==> src/rtl/calc_pkg.sv <==
// Shared key codes, operator and state encodings for the calculator key sequencer.
package calc_pkg;

  localparam logic [3:0] KEY_ADD   = 4'hA;
  localparam logic [3:0] KEY_SUB   = 4'hB;
  localparam logic [3:0] KEY_MUL   = 4'hC;
  localparam logic [3:0] KEY_DIV   = 4'hD;
  localparam logic [3:0] KEY_ENTER = 4'hE;
  localparam logic [3:0] KEY_BKSP  = 4'hF;

  localparam logic [1:0] OP_ADD = 2'b00;
  localparam logic [1:0] OP_SUB = 2'b01;
  localparam logic [1:0] OP_MUL = 2'b10;
  localparam logic [1:0] OP_DIV = 2'b11;

  typedef enum logic [1:0] {
    S_A    = 2'b00,
    S_B    = 2'b01,
    S_EXEC = 2'b10,
    S_RES  = 2'b11
  } state_t;

  function automatic logic is_digit(input logic [3:0] code);
    return code <= 4'd9;
  endfunction

  function automatic logic is_op(input logic [3:0] code);
    return (code >= KEY_ADD) && (code <= KEY_DIV);
  endfunction

  // Operator keys A..D map onto 00..11 by subtracting 2 from the low bits.
  function automatic logic [1:0] key_to_op(input logic [3:0] code);
    return code[1:0] - 2'b10;
  endfunction

endpackage

==> src/rtl/bcd_operand_reg.sv <==
// BCD digit stack: push shifts left and inserts at [3:0], pop shifts right.
module bcd_operand_reg #(
  parameter int DIGITS = 4,
  localparam int CW = $clog2(DIGITS + 1)
) (
  input  logic                  clk,
  input  logic                  iRST_n,
  input  logic                  push,
  input  logic                  pop,
  input  logic                  clr,
  input  logic [3:0]            digit,
  output logic [4*DIGITS-1:0]   value,
  output logic [CW-1:0]         count,
  output logic                  full,
  output logic                  empty
);

  assign full  = (count == CW'(DIGITS));
  assign empty = (count == '0);

  // Clear with push loads the digit into a fresh stack in one step.
  always_ff @(posedge clk or negedge iRST_n) begin
    if (!iRST_n) begin
      value <= '0;
      count <= '0;
    end else if (clr) begin
      value <= push ? {{(4*DIGITS-4){1'b0}}, digit} : '0;
      count <= push ? CW'(1) : '0;
    end else if (push && !full) begin
      value <= {value[4*DIGITS-5:0], digit};
      count <= count + CW'(1);
    end else if (pop && !empty) begin
      value <= {4'h0, value[4*DIGITS-1:4]};
      count <= count - CW'(1);
    end
  end

endmodule

==> src/rtl/calc_key_sequencer.sv <==
// Calculator input FSM: assembles two BCD operands and an operator, runs the ALU, latches the result.
module calc_key_sequencer
  import calc_pkg::*;
#(
  parameter int DIGITS  = 4,
  parameter int RW      = 16,
  parameter int TIMEOUT = 1024
) (
  input  logic                clk,
  input  logic                iRST_n,
  input  logic                iKEY_VALID,
  input  logic [3:0]          iKEY_CODE,
  input  logic                iALU_DONE,
  input  logic                iALU_ERR,
  input  logic [RW-1:0]       iALU_RES,
  output logic [4*DIGITS-1:0] oOPA,
  output logic [4*DIGITS-1:0] oOPB,
  output logic [1:0]          oOP,
  output logic                oSTART,
  output logic [RW-1:0]       oRES,
  output logic                oERR,
  output logic [1:0]          oSTATE,
  output logic                oDROP
);

  localparam int TW = $clog2(TIMEOUT);
  localparam int CW = $clog2(DIGITS + 1);

  state_t        state, state_nxt;
  logic [TW-1:0] exec_cnt;
  logic [CW-1:0] a_count, b_count;
  logic          a_full, a_empty, b_full, b_empty;
  logic          a_push, a_pop, b_push, b_pop, clr_all;
  logic          op_load, op_clr, res_load, res_to, drop;
  logic          k_digit, k_op, k_enter, k_bksp, a_ok, b_ok;
  logic          done_ok, expire;

  assign k_digit = iKEY_VALID && is_digit(iKEY_CODE);
  assign k_op    = iKEY_VALID && is_op(iKEY_CODE);
  assign k_enter = iKEY_VALID && (iKEY_CODE == KEY_ENTER);
  assign k_bksp  = iKEY_VALID && (iKEY_CODE == KEY_BKSP);

  // A digit is refused when the stack is full or it would be a leading zero.
  assign a_ok = !a_full && !((iKEY_CODE == 4'd0) && (a_count == '0));
  assign b_ok = !b_full && !((iKEY_CODE == 4'd0) && (b_count == '0));

  // The start cycle has exec_cnt == 0, so a done coincident with oSTART is ignored.
  assign done_ok = iALU_DONE && (exec_cnt != '0);
  assign expire  = (exec_cnt == TW'(TIMEOUT - 1));

  always_ff @(posedge clk or negedge iRST_n) begin
    if (!iRST_n) state <= S_A;
    else         state <= state_nxt;
  end

  always_comb begin
    state_nxt = state;
    unique case (state)
      S_A:    if (k_op) state_nxt = S_B;
      S_B: begin
        if (k_enter && !b_empty)     state_nxt = S_EXEC;
        else if (k_bksp && b_empty)  state_nxt = S_A;
      end
      S_EXEC: if (done_ok || expire) state_nxt = S_RES;
      S_RES:  if (k_digit || k_bksp) state_nxt = S_A;
    endcase
  end

  always_comb begin
    a_push = 1'b0; a_pop = 1'b0; b_push = 1'b0; b_pop = 1'b0; clr_all = 1'b0;
    op_load = 1'b0; op_clr = 1'b0; res_load = 1'b0; res_to = 1'b0; drop = 1'b0;
    unique case (state)
      S_A: begin
        if (k_digit)      begin a_push = a_ok; drop = !a_ok; end
        else if (k_op)    op_load = 1'b1;
        else if (k_enter) drop = 1'b1;
        else if (k_bksp)  begin a_pop = !a_empty; drop = a_empty; end
      end
      S_B: begin
        if (k_digit)      begin b_push = b_ok; drop = !b_ok; end
        else if (k_op)    begin op_load = b_empty; drop = !b_empty; end
        else if (k_enter) drop = b_empty;
        else if (k_bksp)  begin b_pop = !b_empty; op_clr = b_empty; end
      end
      S_EXEC: begin
        drop = iKEY_VALID;
        if (done_ok)     res_load = 1'b1;
        else if (expire) res_to = 1'b1;
      end
      S_RES: begin
        if (k_digit) begin
          clr_all = 1'b1;
          a_push  = (iKEY_CODE != 4'd0);
        end else if (k_bksp) begin
          clr_all = 1'b1;
        end else begin
          drop = iKEY_VALID;
        end
      end
    endcase
  end

  always_ff @(posedge clk or negedge iRST_n) begin
    if (!iRST_n) begin
      oOP      <= OP_ADD;
      oRES     <= '0;
      oERR     <= 1'b0;
      oDROP    <= 1'b0;
      exec_cnt <= '0;
    end else begin
      oDROP    <= drop;
      exec_cnt <= (state == S_EXEC) ? exec_cnt + TW'(1) : '0;
      if (op_clr || clr_all) oOP <= OP_ADD;
      else if (op_load)      oOP <= key_to_op(iKEY_CODE);
      if (res_load) begin
        oRES <= iALU_RES;
        oERR <= iALU_ERR;
      end else if (res_to) begin
        oRES <= '0;
        oERR <= 1'b1;
      end else if (clr_all) begin
        oERR <= 1'b0;
      end
    end
  end

  bcd_operand_reg #(.DIGITS(DIGITS)) u_opa (
    .clk(clk), .iRST_n(iRST_n), .push(a_push), .pop(a_pop), .clr(clr_all),
    .digit(iKEY_CODE), .value(oOPA), .count(a_count), .full(a_full), .empty(a_empty)
  );

  bcd_operand_reg #(.DIGITS(DIGITS)) u_opb (
    .clk(clk), .iRST_n(iRST_n), .push(b_push), .pop(b_pop), .clr(clr_all),
    .digit(iKEY_CODE), .value(oOPB), .count(b_count), .full(b_full), .empty(b_empty)
  );

  assign oSTART = (state == S_EXEC) && (exec_cnt == '0);
  assign oSTATE = state;

endmodule

==> config.mk <==
export PLATFORM = sky130hd
export DESIGN_NAME = calc_key_sequencer
export DESIGN_NICKNAME = d
export VERILOG_FILES = /design/src/rtl/calc_pkg.sv /design/src/rtl/bcd_operand_reg.sv /design/src/rtl/calc_key_sequencer.sv
export SDC_FILE = /design/constraint.sdc
export NUM_CORES = 1
export LEC_CHECK = 0
export CAP_MARGIN = 20
export CORE_MARGIN = 5
export CORE_UTILIZATION = 35
export DETAILED_ROUTE_END_ITERATION = 6
export PLACE_DENSITY = 0.66
export SLEW_MARGIN = 20
export SYNTH_ARGS = -nofsm -noshare
export SYNTH_HDL_FRONTEND = slang
export SYNTH_SLANG_ARGS = --single-unit
==> constraint.sdc <==
create_clock -name clk -period 5.04 [get_ports clk]
set_clock_uncertainty 0.05 [all_clocks]
set_input_delay 1.26 -clock clk [delete_from_list [all_inputs] [get_ports clk]]
set_output_delay 1.26 -clock clk [all_outputs]
set_load 0.05 [all_outputs]
==> summary.md, run 1 <==
| Metric | Value |
|---|---|
| Status | `finished clean` |
| Nature of the critical path endpoint | `flop` |
| Synth Area in Compound Gates | `19.3%` |
| CTS Buf Count | `9` |
| N_diodes | `0` |
| Post-layout util | `44.9%` |
| Final setup margin | `1.21 ns` |
| Worst hold margin | `0.433 ns` |
| Cell count after placement | `579` |
| RSZ-0062 raised after global routing | `false` |
| Worst path bufs/invs | `1` |
| Worst slew pin tran | `0.889 ns` |
| Worst setup SP type | `primary input` |
| Vias in the first global route | `3188` |
| Cts repair resizes | `0` |
| Vias | `3136` |
| VDD IR max | `0.000244 V` |
| Root buffer cell | `clkbuf_8` |
| Routed WL | `9460 um` |
| Area grow syn2layout | `26.5%` |
| Syn. warnings | `0` |
| Mean Syn Cell Area | `10.1 um2` |
| Finished Layout Cells | `594` |
| Hold wc startpoint | `exec_cnt[0]` |
| Synth Area in Simple Gates | `16.8%` |
| Switching Fraction | `47.3%` |
| Minimum clock period | `3.83 ns` |
| Total area of sequential cells | `0.00175 mm2` |
| Multi-input logic area | `0.00184 mm2` |
| Crit-path cells | `clkdlybuf4s50_1 -> o21ai_2 -> nand2_1 -> nor3_2 -> xnor2_1 -> ha_1 -> and3_1 -> o221a_2 -> o22a_1` |
| Die width | `114 um` |
| Clk network pwr share | `13.9%` |
| Worst reg2reg path depth | `9` |
| Max incr delay on CP | `0.71 ns` |
| Initial DRC count | `219` |
| Initial Utilization | `35.5%` |
| All-layer global routing usage | `15.2%` |
| R2r setup slk | `2.56 ns` |
| Syn Inst Count | `376` |
| Final ANT Viol Nets | `0` |
| Switching pwr | `1.36 mW` |
| IO Count | `80` |
| Seq/Total Area, Yosys | `45.9%` |
| Post-DP Area | `0.00466 mm2` |
| Final setup TNS | `0 ns` |
| Setup WS pre-CTS | `0.893 ns` |
| Max-cap violations | `0` |
| Unique masters post-synth | `61` |
| Crit path DAT | `4.01 ns` |
| Slowest CP cell | `clkdlybuf4s50_1` |
| Antenna violations before repair | `0` |
| CP Data Required Time | `5.22 ns` |
| # fillers | `1061` |
| Share of cells above drive strength 1 | `9.69%` |
| Count of buffers from port buffering | `79` |
| Die height | `114 um` |
| Power density over the cells | `595 mW/mm2` |
| Final instance area | `0.00482 mm2` |
| Setup violators final | `0` |
| Tcrit/Tclk final | `76.0%` |
| H-tree lvl count | `3` |
| Endpoint of the worst hold path | `exec_cnt[0]` |
| Commonest non-fill, non-tap cells in the layout | `clkdlybuf4s50_1, dfrtp_1, nand2_1` |
| Cell family with most CP delay | `compound AO/OA/AOI/OAI gates` |
| # Post-CTS Setup Buffers | `0` |
| Async set or reset register ratio after synthesis | `100%` |
| Largest family of logic cells by synthesized area | `compound AO/OA/AOI/OAI gates` |
| Rows | `38` |
| Post-synth EDFFs | `0` |
| Final HPWL DP | `6800 um` |
| Post-synthesis mux area share | `7.22%` |
| Hold Crit Depth | `1` |
| Worst hold path type | `reg2reg` |
| Post-Synth Adder-Cell Area | `2.62%` |
| CTS sink count | `70` |
| Setup CP Type | `in2reg` |
| Commonest non-fill, non-tap cell in the layout | `clkdlybuf4s50_1` |
| Largest net degree at the start of global routing | `40` |
| Hold Buf Count CTS | `0` |
| #FFs+latches synth | `70` |
| Cell Area, Synth | `0.00381 mm2` |
| Xor-xnor portion of the synthesized cell area | `2.30%` |
| CTS tree | `built` |
| Routability congestion estimate | `0.919` |
| Post-synth top flop | `dfrtp_1` |
| Fin nets | `483` |
| Max-slew violations | `0` |
| PnR Total Power | `2.87 mW` |
| # DRC | `0` |
| Worst-Skew Late Latency | `0.34 ns` |
| Sequential share of power | `31.5%` |
| Routed WL per cell | `15.9 um` |
| First-pass GRT wire length | `15800 um` |
| Core area | `0.0107 mm2` |
| Internal | `1.51 mW` |
| Clk slew on worst S/H paths | `0.07 ns` |
| Syn Nets | `409` |
| Clk buf depth | `2` |
| Remaining Overflow, GRT | `0` |
| Slew HR | `40.8%` |
| Leak | `2.08 nW` |
| Reg2Reg Capture Point | `u_opb.count[2]` |
| Max FO, Critical Path | `16` |
| Combinational power share | `54.5%` |
| TritonRoute pass-1 iters | `5` |
| Final hold violations | `0` |
| Die Area | `0.0131 mm2` |
| DR vias/cell | `5.28` |
| FMAX | `261 MHz` |
## registers in the layout (all words and copies together), names as in the netlist, named ones only
name and cells:
oRES 16, u_opa.value 16, u_opb.value 16, exec_cnt 10
u_opa.count 3, u_opb.count 3, oOP 2, oDROP 1
oERR 1, oSTATE 1
## kinds of logic (layout without fill, tap and decap cells)
kind of cell	after synthesis	count (layout)
AOI/OAI and AO/OA	102	102
xor gates and xnor gates	10	10
adders and majority gates	8	8
buffers and inverters	37	115
DFF	70	70
muxes	27	27
and+or+nand+nor	122	122
## layer usage
metal | share of wire, % | vias up | global-route usage [%] | wire length (um)
li1 | - | 1500 | - | -
met4 | 1.5 | 0 | 7.68 | 142
met2 | 48 | 100 | 23.7 | 4570
met5 | 0 | - | 0 | 0
met1 | 44 | 1528 | 19.9 | 4160
met3 | 6.2 | 8 | 3.01 | 584
## power groups by stage
stage          Clock, mW  Combinational [mW]  Sequential (mW)
6_report           0.400                1.57            0.906
3_3_place_gp           0                1.55            0.908
4_1_cts            0.420                1.58            0.907
5_1_grt            0.440                1.67            0.937
3_5_place_dp           0                1.57            0.913
2_1_floorplan          0               0.589             1.41
## worst max-delay path by stage
stage                       startpoint              to  depth (start not counted)
final                     iKEY_CODE[2]  u_opb.count[2]                          9
after global placement    iKEY_CODE[2]  u_opb.count[2]                          9
after CTS                 iKEY_CODE[2]  u_opb.count[2]                          9
after floorplan           iKEY_CODE[2]  u_opb.count[2]                         10
after detailed placement  iKEY_CODE[2]  u_opb.count[2]                          9
after global routing      iKEY_CODE[2]  u_opb.count[2]                          9
## synth_stat cells, types with 6 or more instances
cell,n,area share (%)
nand3_1,17,2.2
a21oi_1,17,2.2
nand2_1,37,3.6
buf_6,6,1.8
ha_1,8,2.6
mux2i_1,23,6.0
clkbuf_1,7,0.69
dfrtp_1,70,46
o21ai_0,27,3.5
inv_1,15,1.5
nor2_1,29,2.9
o2bb2ai_1,9,2.1
xnor2_1,7,1.6
a22o_1,18,4.1
## worst register-to-register path, stage by stage, from the launching register on
cell and delay (ns):
dfrtp_1 0.41, inv_1 0.11, ha_1 0.28, inv_1 0.17
nor3_2 0.46, xnor2_1 0.12, ha_1 0.20, and3_1 0.16
o221a_2 0.22, o22a_1 0.20
## area by class of cell
class / instances / area share [%]
flip-flops and latches: 70 / 36.3
inverters: 15 / 1.17
multi-input cells: 269 / 38.2
clock inverters: 1 / 0.104
clock buffers: 14 / 3.37
well taps: 140 / 3.63
repair buffers: 85 / 17.2
Power figures use the tool's default switching activity.
==> run 2, diff against run 1 <==
clock period = 3.8 ns   (was 5.04 ns; I/O delays follow)
==> run 2 against run 1 <==
  * Die area unchanged
  * Cell count up 1.9%
  * Critical path depth down 4
  * Setup slack worse by 0.78 ns
  * Sequential power up 34%
  * Sequential share of layout area down 0.49 points
  * Utilization up 0.62 points
  * Combinational power up 34%
  * Total power up 33%
  * First-iteration DRC count up 13%
  * Clock-buffer cell count down 1
  * Largest cell class unchanged
==> summary.md, run 2 (synthesized netlist as in run 1, its figures left out) <==
| Metric | Value |
|---|---|
| Minimum clock period | `3.38 ns` |
| Cell family with most CP delay | `buffers and inverters` |
| Final setup margin | `0.425 ns (-0.784 ns)` |
| Hold Crit Depth | `1 (unchanged)` |
| N_diodes | `0 (unchanged)` |
| Setup violators final | `0 (unchanged)` |
| Crit path DAT | `2.38 ns (-1.63 ns)` |
| Worst-Skew Late Latency | `0.34 ns (about the same)` |
| Crit-path cells | `inv_1 -> ha_1 -> inv_1 -> nor2_1 -> clkdlybuf4s50_1` |
| Largest regs | `oRES (16), u_opa.value (16), u_opb.value (16)` |
| Clk buf depth | `2 (unchanged)` |
| Post-DP Area | `0.00474 mm2 (+1.8%)` |
| Area grow syn2layout | `28.2%` |
| CTS tree | `built` |
| Initial Utilization | `35.5% (unchanged)` |
| Die width | `114 um (unchanged)` |
| Total area of sequential cells | `0.00175 mm2 (unchanged)` |
| Largest net degree at the start of global routing | `47 (+18%)` |
| Cts repair resizes | `0 (unchanged)` |
| TritonRoute pass-1 iters | `4 (-1)` |
| Reg2Reg Capture Point | `u_opa.count[2]` |
| RSZ-0062 raised after global routing | `false` |
| Power density over the cells | `779 mW/mm2 (+31%)` |
| Die Area | `0.0131 mm2 (unchanged)` |
| First-pass GRT wire length | `16400 um (+4.1%)` |
| Count of buffers from port buffering | `79 (unchanged)` |
| Status | `finished clean` |
| Slowest CP cell | `clkdlybuf4s50_1` |
| Max-slew violations | `0 (unchanged)` |
| Clk slew on worst S/H paths | `0.07 ns (about the same)` |
| Slew HR | `60.3% (+20 points)` |
| Final instance area | `0.00489 mm2 (+1.4%)` |
| Final hold violations | `0 (unchanged)` |
| Max-cap violations | `0 (unchanged)` |
| Tcrit/Tclk final | `88.8%` |
| # fillers | `1057 (-0.38%)` |
| Nature of the critical path endpoint | `primary output` |
| CTS sink count | `70 (unchanged)` |
| Commonest non-fill, non-tap cell in the layout | `clkdlybuf4s50_1` |
| CP dominant cell by count | `inv_1` |
| All-layer global routing usage | `15.7% (+0.55 points)` |
| Routability congestion estimate | `0.832 (-9.5%)` |
| Multi-input logic area | `0.00184 mm2 (unchanged)` |
| # DRC | `0 (unchanged)` |
| CP Data Required Time | `2.80 ns (-2.42 ns)` |
| Endpoint of the worst hold path | `exec_cnt[0]` |
| CTS Buf Count | `9 (unchanged)` |
| Leak | `2.13 nW (+2.2%)` |
| VDD IR max | `0.000367 V (+50%)` |
| Vias in the first global route | `3241 (+1.7%)` |
| Commonest non-fill, non-tap cells in the layout | `clkdlybuf4s50_1, dfrtp_1, nand2_1` |
| Remaining Overflow, GRT | `0 (unchanged)` |
| Routed WL per cell | `16.1 um (+1.3%)` |
| Final setup TNS | `0 ns (unchanged)` |
| Worst path bufs/invs | `3 (+2)` |
| Worst reg2reg path depth | `11 (+2)` |
| Routed WL | `9760 um (+3.2%)` |
| Max FO, Critical Path | `11 (-5)` |
| Worst r2r src | `oSTATE[0]` |
| Rows | `38 (unchanged)` |
| H-tree lvl count | `3 (unchanged)` |
| Initial DRC count | `247 (+13%)` |
| Worst hold path type | `reg2reg` |
| Share of cells above drive strength 1 | `11.6% (+1.9 points)` |
| Max incr delay on CP | `0.82 ns (+0.11 ns)` |
| Root buffer cell | `clkbuf_8` |
| Setup CP Type | `reg2out` |
| Final HPWL DP | `7000 um (+2.9%)` |
| Worst slew pin tran | `0.595 ns (-0.293 ns)` |
| Vias | `3187 (+1.6%)` |
| IO Count | `80 (unchanged)` |
| Antenna violations before repair | `0 (unchanged)` |
| Die height | `114 um (unchanged)` |
| Core area | `0.0107 mm2 (unchanged)` |
| Fin nets | `494 (+2.3%)` |
| # Post-CTS Setup Buffers | `0 (unchanged)` |
| Setup WS pre-CTS | `0.448 ns (-0.445 ns)` |
| R2r setup slk | `1.49 ns (-1.07 ns)` |
| Hold Buf Count CTS | `0 (unchanged)` |
| FMAX | `296 MHz` |
| Hold wc startpoint | `exec_cnt[0]` |
| Worst setup SP type | `flop` |
| Final ANT Viol Nets | `0 (unchanged)` |
| DR vias/cell | `5.27 (-0.22%)` |
-- run 2: metrics by stage --
stage	util (%)	std cells	hold slack, ns	power [mW]
4_1_cts	45.5	605	0.452	3.85
5_1_grt	45.5	605	0.479	4.05
3_5_place_dp	44.1	590	0.443	3.32
3_3_place_gp	44.1	590	0.426	3.29
2_1_floorplan	-	376	0.404	2.65
6_report	45.5	605	0.447	3.81
-- run 2: how the worst max path moves through the flow --
stage	startpoint	endpoint	cells after the start
floorplan	iKEY_CODE[2]	u_opb.count[2]	10
global placement	iKEY_CODE[2]	u_opb.count[2]	9
detailed placement	iKEY_CODE[2]	u_opa.count[2]	8
CTS	oSTATE[0]	oSTART	5
global route	oSTATE[0]	oSTART	5
finish	oSTATE[0]	oSTART	5
-- run 2: power breakdown --
part | leakage (nW) | internal, mW | switching, mW
Sequential | 0.935 | 0.981 | 0.225
Clock | 0.0773 | 0.233 | 0.269
Combinational | 1.11 | 0.778 | 1.32
Total | 2.13 | 1.99 | 1.82
-- run 2: layer usage --
metal	share of wire, %	vias to the layer above	wire length (um)	GRT usage, %
li1	-	1525	-	-
met1	44	1553	4290	20.6
met2	49	97	4800	25.0
met3	5.3	12	521	3.33
met4	1.5	0	148	6.89
met5	0	-	0	0
-- run 2: worst register-to-register path, delay by kind of cell, from the launching register on --
family | cells | cell delay (ns)
AO/OA/AOI/OAI | 4 | 0.58
XOR/XNOR | 1 | 0.09
adder cells (fa/ha/maj) | 2 | 0.49
buffers and inverters | 1 | 0.11
flip-flops | 1 | 0.41
AND/OR/NAND/NOR | 3 | 0.49
-- run 2: area by class of cell --
cell class	instances	area share (%)
Sequential cell	70	35.8
Clock inverter	2	0.205
Multi-Input combinational cell	269	37.7
Inverter	15	1.15
Tap cell	140	3.58
Clock buffer	13	2.84
Timing Repair Buffer	96	18.7
